[src/rtl/mult4_ctrl.sv]
// Control FSM for a 4x4 shift-add multiplier: load, clear, four add/shift rounds, done pulse.
// Optional macro MULT_EARLY_DONE_EN: finish as soon as the multiplier register reaches zero.
module mult4_ctrl (
    input  logic       clk,
    input  logic       rst,
    input  logic       start,
    input  logic       q0,
    input  logic       y_zero,
    output logic       ld_x,
    output logic       ld_y,
    output logic       clr_acc,
    output logic       ld_acc,
    output logic       shift,
    output logic       busy,
    output logic       done,
    output logic [1:0] iter
);

    typedef enum logic [2:0] {
        S_IDLE  = 3'd0,
        S_LOAD  = 3'd1,
        S_ADD   = 3'd2,
        S_SHIFT = 3'd3,
        S_DONE  = 3'd4
    } state_t;

    state_t     state_reg, state_next;
    logic [1:0] iter_reg, iter_next;

`ifdef MULT_EARLY_DONE_EN
    logic early_exit;
    assign early_exit = y_zero;
`else
    logic unused_y_zero;
    assign unused_y_zero = y_zero;
`endif

    always_ff @(posedge clk) begin
        if (rst) begin
            state_reg <= S_IDLE;
            iter_reg  <= 2'd0;
        end else begin
            state_reg <= state_next;
            iter_reg  <= iter_next;
        end
    end

    always_comb begin
        state_next = state_reg;
        iter_next  = iter_reg;
        case (state_reg)
            S_IDLE: begin
                if (start) state_next = S_LOAD;
            end
            S_LOAD: begin
                iter_next  = 2'd0;
                state_next = S_ADD;
            end
            S_ADD: begin
`ifdef MULT_EARLY_DONE_EN
                state_next = early_exit ? S_DONE : S_SHIFT;
`else
                state_next = S_SHIFT;
`endif
            end
            S_SHIFT: begin
                // iter saturates at 3; only LOAD brings it back to 0
                if (iter_reg == 2'd3) begin
                    state_next = S_DONE;
                end else begin
                    iter_next  = iter_reg + 2'd1;
                    state_next = S_ADD;
                end
            end
            S_DONE: begin
                state_next = S_IDLE;
            end
            default: begin
                state_next = S_IDLE;
            end
        endcase
    end

    always_comb begin
        ld_x    = 1'b0;
        ld_y    = 1'b0;
        clr_acc = 1'b0;
        ld_acc  = 1'b0;
        shift   = 1'b0;
        done    = 1'b0;
        busy    = (state_reg != S_IDLE);
        case (state_reg)
            S_LOAD: begin
                ld_x    = 1'b1;
                ld_y    = 1'b1;
                clr_acc = 1'b1;
            end
            S_ADD: begin
`ifdef MULT_EARLY_DONE_EN
                ld_acc = q0 & ~early_exit;
`else
                ld_acc = q0;
`endif
            end
            S_SHIFT: shift = 1'b1;
            S_DONE:  done  = 1'b1;
            default: ;
        endcase
    end

    assign iter = iter_reg;

endmodule
[config.mk]
export PLATFORM = sky130hd
export DESIGN_NAME = mult4_ctrl
export DESIGN_NICKNAME = d
export VERILOG_FILES = /design/src/rtl/mult4_ctrl.sv
export SDC_FILE = /design/constraint.sdc
export NUM_CORES = 1
export LEC_CHECK = 0
export CAP_MARGIN = 15
export CORE_AREA = 2 2 39 41
export CTS_CLUSTER_DIAMETER = 50
export DETAILED_ROUTE_END_ITERATION = 8
export DIE_AREA = 0 0 41 43
export DONT_BUFFER_PORTS = 1
export PLACE_DENSITY = 0.41
export SLEW_MARGIN = 20
export SYNTH_ARGS = -nofsm -noshare
export SYNTH_HDL_FRONTEND = slang
export SYNTH_SLANG_ARGS = --single-unit
[constraint.sdc]
create_clock -name clk -period 1.1 [get_ports clk]
set_input_delay 0.22 -clock clk [delete_from_list [all_inputs] [get_ports clk]]
set_output_delay 0.22 -clock clk [all_outputs]
set_load 0.03 [all_outputs]
==> flow_summary.json <==
{
  "hp-class": "in2reg",
  "hold_buffers": 0,
  "rsz0062_at_grt": "yes",
  "drtAntennaViolNets": 0,
  "p_per_area_nw_per_um2": 965,
  "drc": 0,
  "timing.final.ws_setup_ns": -0.213,
  "first_pass_iters": 2,
  "grt_pass1_wl_mm": 1.50,
  "yosys-top-cells-area": "dfxtp_1 (34%), buf_4 (7.6%), buf_6 (7.6%)",
  "yosysTopAreaCell": "dfxtp_1",
  "violations": "setup timing",
  "grt_pass1_vias": 361,
  "insertion_delay_ns": 0.23,
  "die_area_um2": 1760,
  "synth.area.mux_share_pct": 0,
  "path_cells": "nand2b_4 -> buf_6 -> nor2_4 -> buf_12",
  "min_period_ns": 1.31,
  "fin_nets": 63,
  "cts_max_level": 1,
  "synth_nets": 40,
  "synth_cell_type_count": 17,
  "synth_fa_ha_area_share_pct": 4.24,
  "end_kind": "output port",
  "dr_total_vias": 335,
  "place_congestion": 0.726,
  "required_ns": 0.88,
  "finalWirelength_um": 952,
  "hold_viol_final": 0,
  "die_w_um": 41,
  "cts_made_buffers": 3,
  "synth_top_family_by_area": "simple AND/OR/NAND/NOR gates",
  "cp_max_fo": 5,
  "io_pins": 14,
  "clock_sinks": 5,
  "fmax_mhz": 762,
  "tritoncts": "built",
  "drtIter0Drc": 5,
  "max_stage_delay_ns": 0.34,
  "slew_viol_final": 0,
  "relSlewSlack_pct": 85.6,
  "run_status": "finished, violations left",
  "total_leakage_power_nw": 0.256,
  "synth-seq-cells": 5,
  "grt_overflow": 0,
  "area_delta_synth_final_pct": 108,
  "syn_inst": 34,
  "clockBufferDepth": 2,
  "synth-compound-area-share_pct": 8.05,
  "syn_area_um2": 295,
  "syn_avg_cell_area_um2": 8.68,
  "antenna_cells": 0,
  "vdd_drop_max_mv": 0.410,
  "yosys_warnings": 0,
  "antenna_found_initial": 0,
  "post_drt_wl_per_cell_um": 13.2,
  "yosys.area_share.simple_pct": 38.6,
  "skew_ns": 0.000683,
  "synth_top_area_share_pct": 33.9,
  "layout-drive-gt1-share_pct": 71.4,
  "core_um2": 1380,
  "setup_viol": 9,
  "rows": 14,
  "cts-root-buf": "clkbuf_4",
  "worst_slew_pin_slew_ns": 0.214,
  "largest_register_ffs": 3,
  "dp_hpwl_um": 606,
  "power_mw": 0.591,
  "seq_area_frac_synth_pct": 33.9,
  "grt_max_degree": 8,
  "path_clk_slew_ns": 0.04,
  "synthXorXnorAreaFrac_pct": 0,
  "pre_cts_slack_ns": -0.121,
  "fin_crit_sh_pct": 119,
  "cap_violations": 0,
  "port_buffers": 0,
  "via_per_inst": 4.65,
  "setup.worst_path.start_class": "register",
  "start_util_pct": 21.3,
  "arrival_ns": 1.09,
  "die_h_um": 43,
  "grtUsageTotal_pct": 13.1,
  "critPathKind": "reg2out",
  "slowest_stage": "dfxtp_2"
}
cells in the mapped netlist (all sizes together):
cell / count
o21ai: 1
nor4b: 1
nor3b: 1
or3: 1
nand2b: 1
nor3: 1
ha: 1
nor2: 4
and4bb: 1
dfxtp: 5
nand2: 5
or4b: 1
a31oi: 3
nor4: 1
nand3: 2
buf: 5
critical path, delay by kind of cell (launching register included):
| family | cells | cell delay, ns |
|---|---|---|
| buf+inv | 2 | 0.29 |
| simple gates | 2 | 0.24 |
| flops | 1 | 0.34 |
metrics by stage:
step	instances	util (%)	hold WS [ns]	setup TNS [ns]	area, um^2
after floorplan	34	-	0.280	-0.398	352
after detailed placement	63	34.9	0.288	-0.317	483
after global placement	63	34.9	0.283	-0.195	483
after global routing	72	44.3	0.0260	-1.90	613
final	72	44.3	0.0429	-1.50	613
after CTS	73	44.1	0.0364	-1.50	611
power by group:
group          internal [mW]  total, mW  switching [mW]
Clock                  0.137      0.208          0.0714
Combinational         0.0944      0.183          0.0891
Sequential             0.185      0.200          0.0144
Total                  0.417      0.591           0.175
cell families after synthesis:
logic type      Yosys count
simple gates             19
flops                     5
fa+ha+maj                 1
buf+inv                   5
compound gates            4
area by class of cell:
cell class	count	area (um^2)
multi-input cells	24	219
repair buffers	23	231
clock buffers	4	26.3
flip-flops and latches	5	116
fillers	144	771
well taps	16	20.0
layer usage:
metal / vias to the layer above / part of all wire, % / track usage, %
met5: - / 0 / 0
met4: 0 / 0 / 8.00
met3: 0 / 6.0 / 3.66
met2: 9 / 58 / 21.6
met1: 161 / 36 / 13.5
li1: 165 / - / -
layout by cell type, fill, tap and decap left out, drive strengths merged:
cell / Yosys / routed
nand2b: 1 / 1
a31oi: 3 / 3
nor4: 1 / 1
or3: 1 / 1
nor2: 4 / 4
nor4b: 1 / 1
nand2: 5 / 5
nor3: 1 / 1
dfxtp: 5 / 5
o21ai: 1 / 1
clkbuf: 0 / 4
or4b: 1 / 1
nor3b: 1 / 1
and4bb: 1 / 1
nand3: 2 / 2
buf: 5 / 23
ha: 1 / 1
path summary, 6_finish.rpt:
kind | startpoint | endpoint | slack, ns | depth (start not counted)
setup reg to reg | iter[0] | iter[0] | -0.18 | 3
hold / removal | rst | state_reg[2] | 0.04 | 1
hold reg to reg | iter[0] | iter[0] | 0.60 | 2
setup / recovery | state_reg[2] | clr_acc | -0.21 | 4
what timing repair did:
item | CTS | global route
cloned | 0 | 0
gates resized for setup | 17 | 2
pin swaps | 9 | 3
endpoints found under the setup margin | 9 | 10
buffers inserted | 6 | 0
Note: power is estimated with default switching activity, not from simulation.
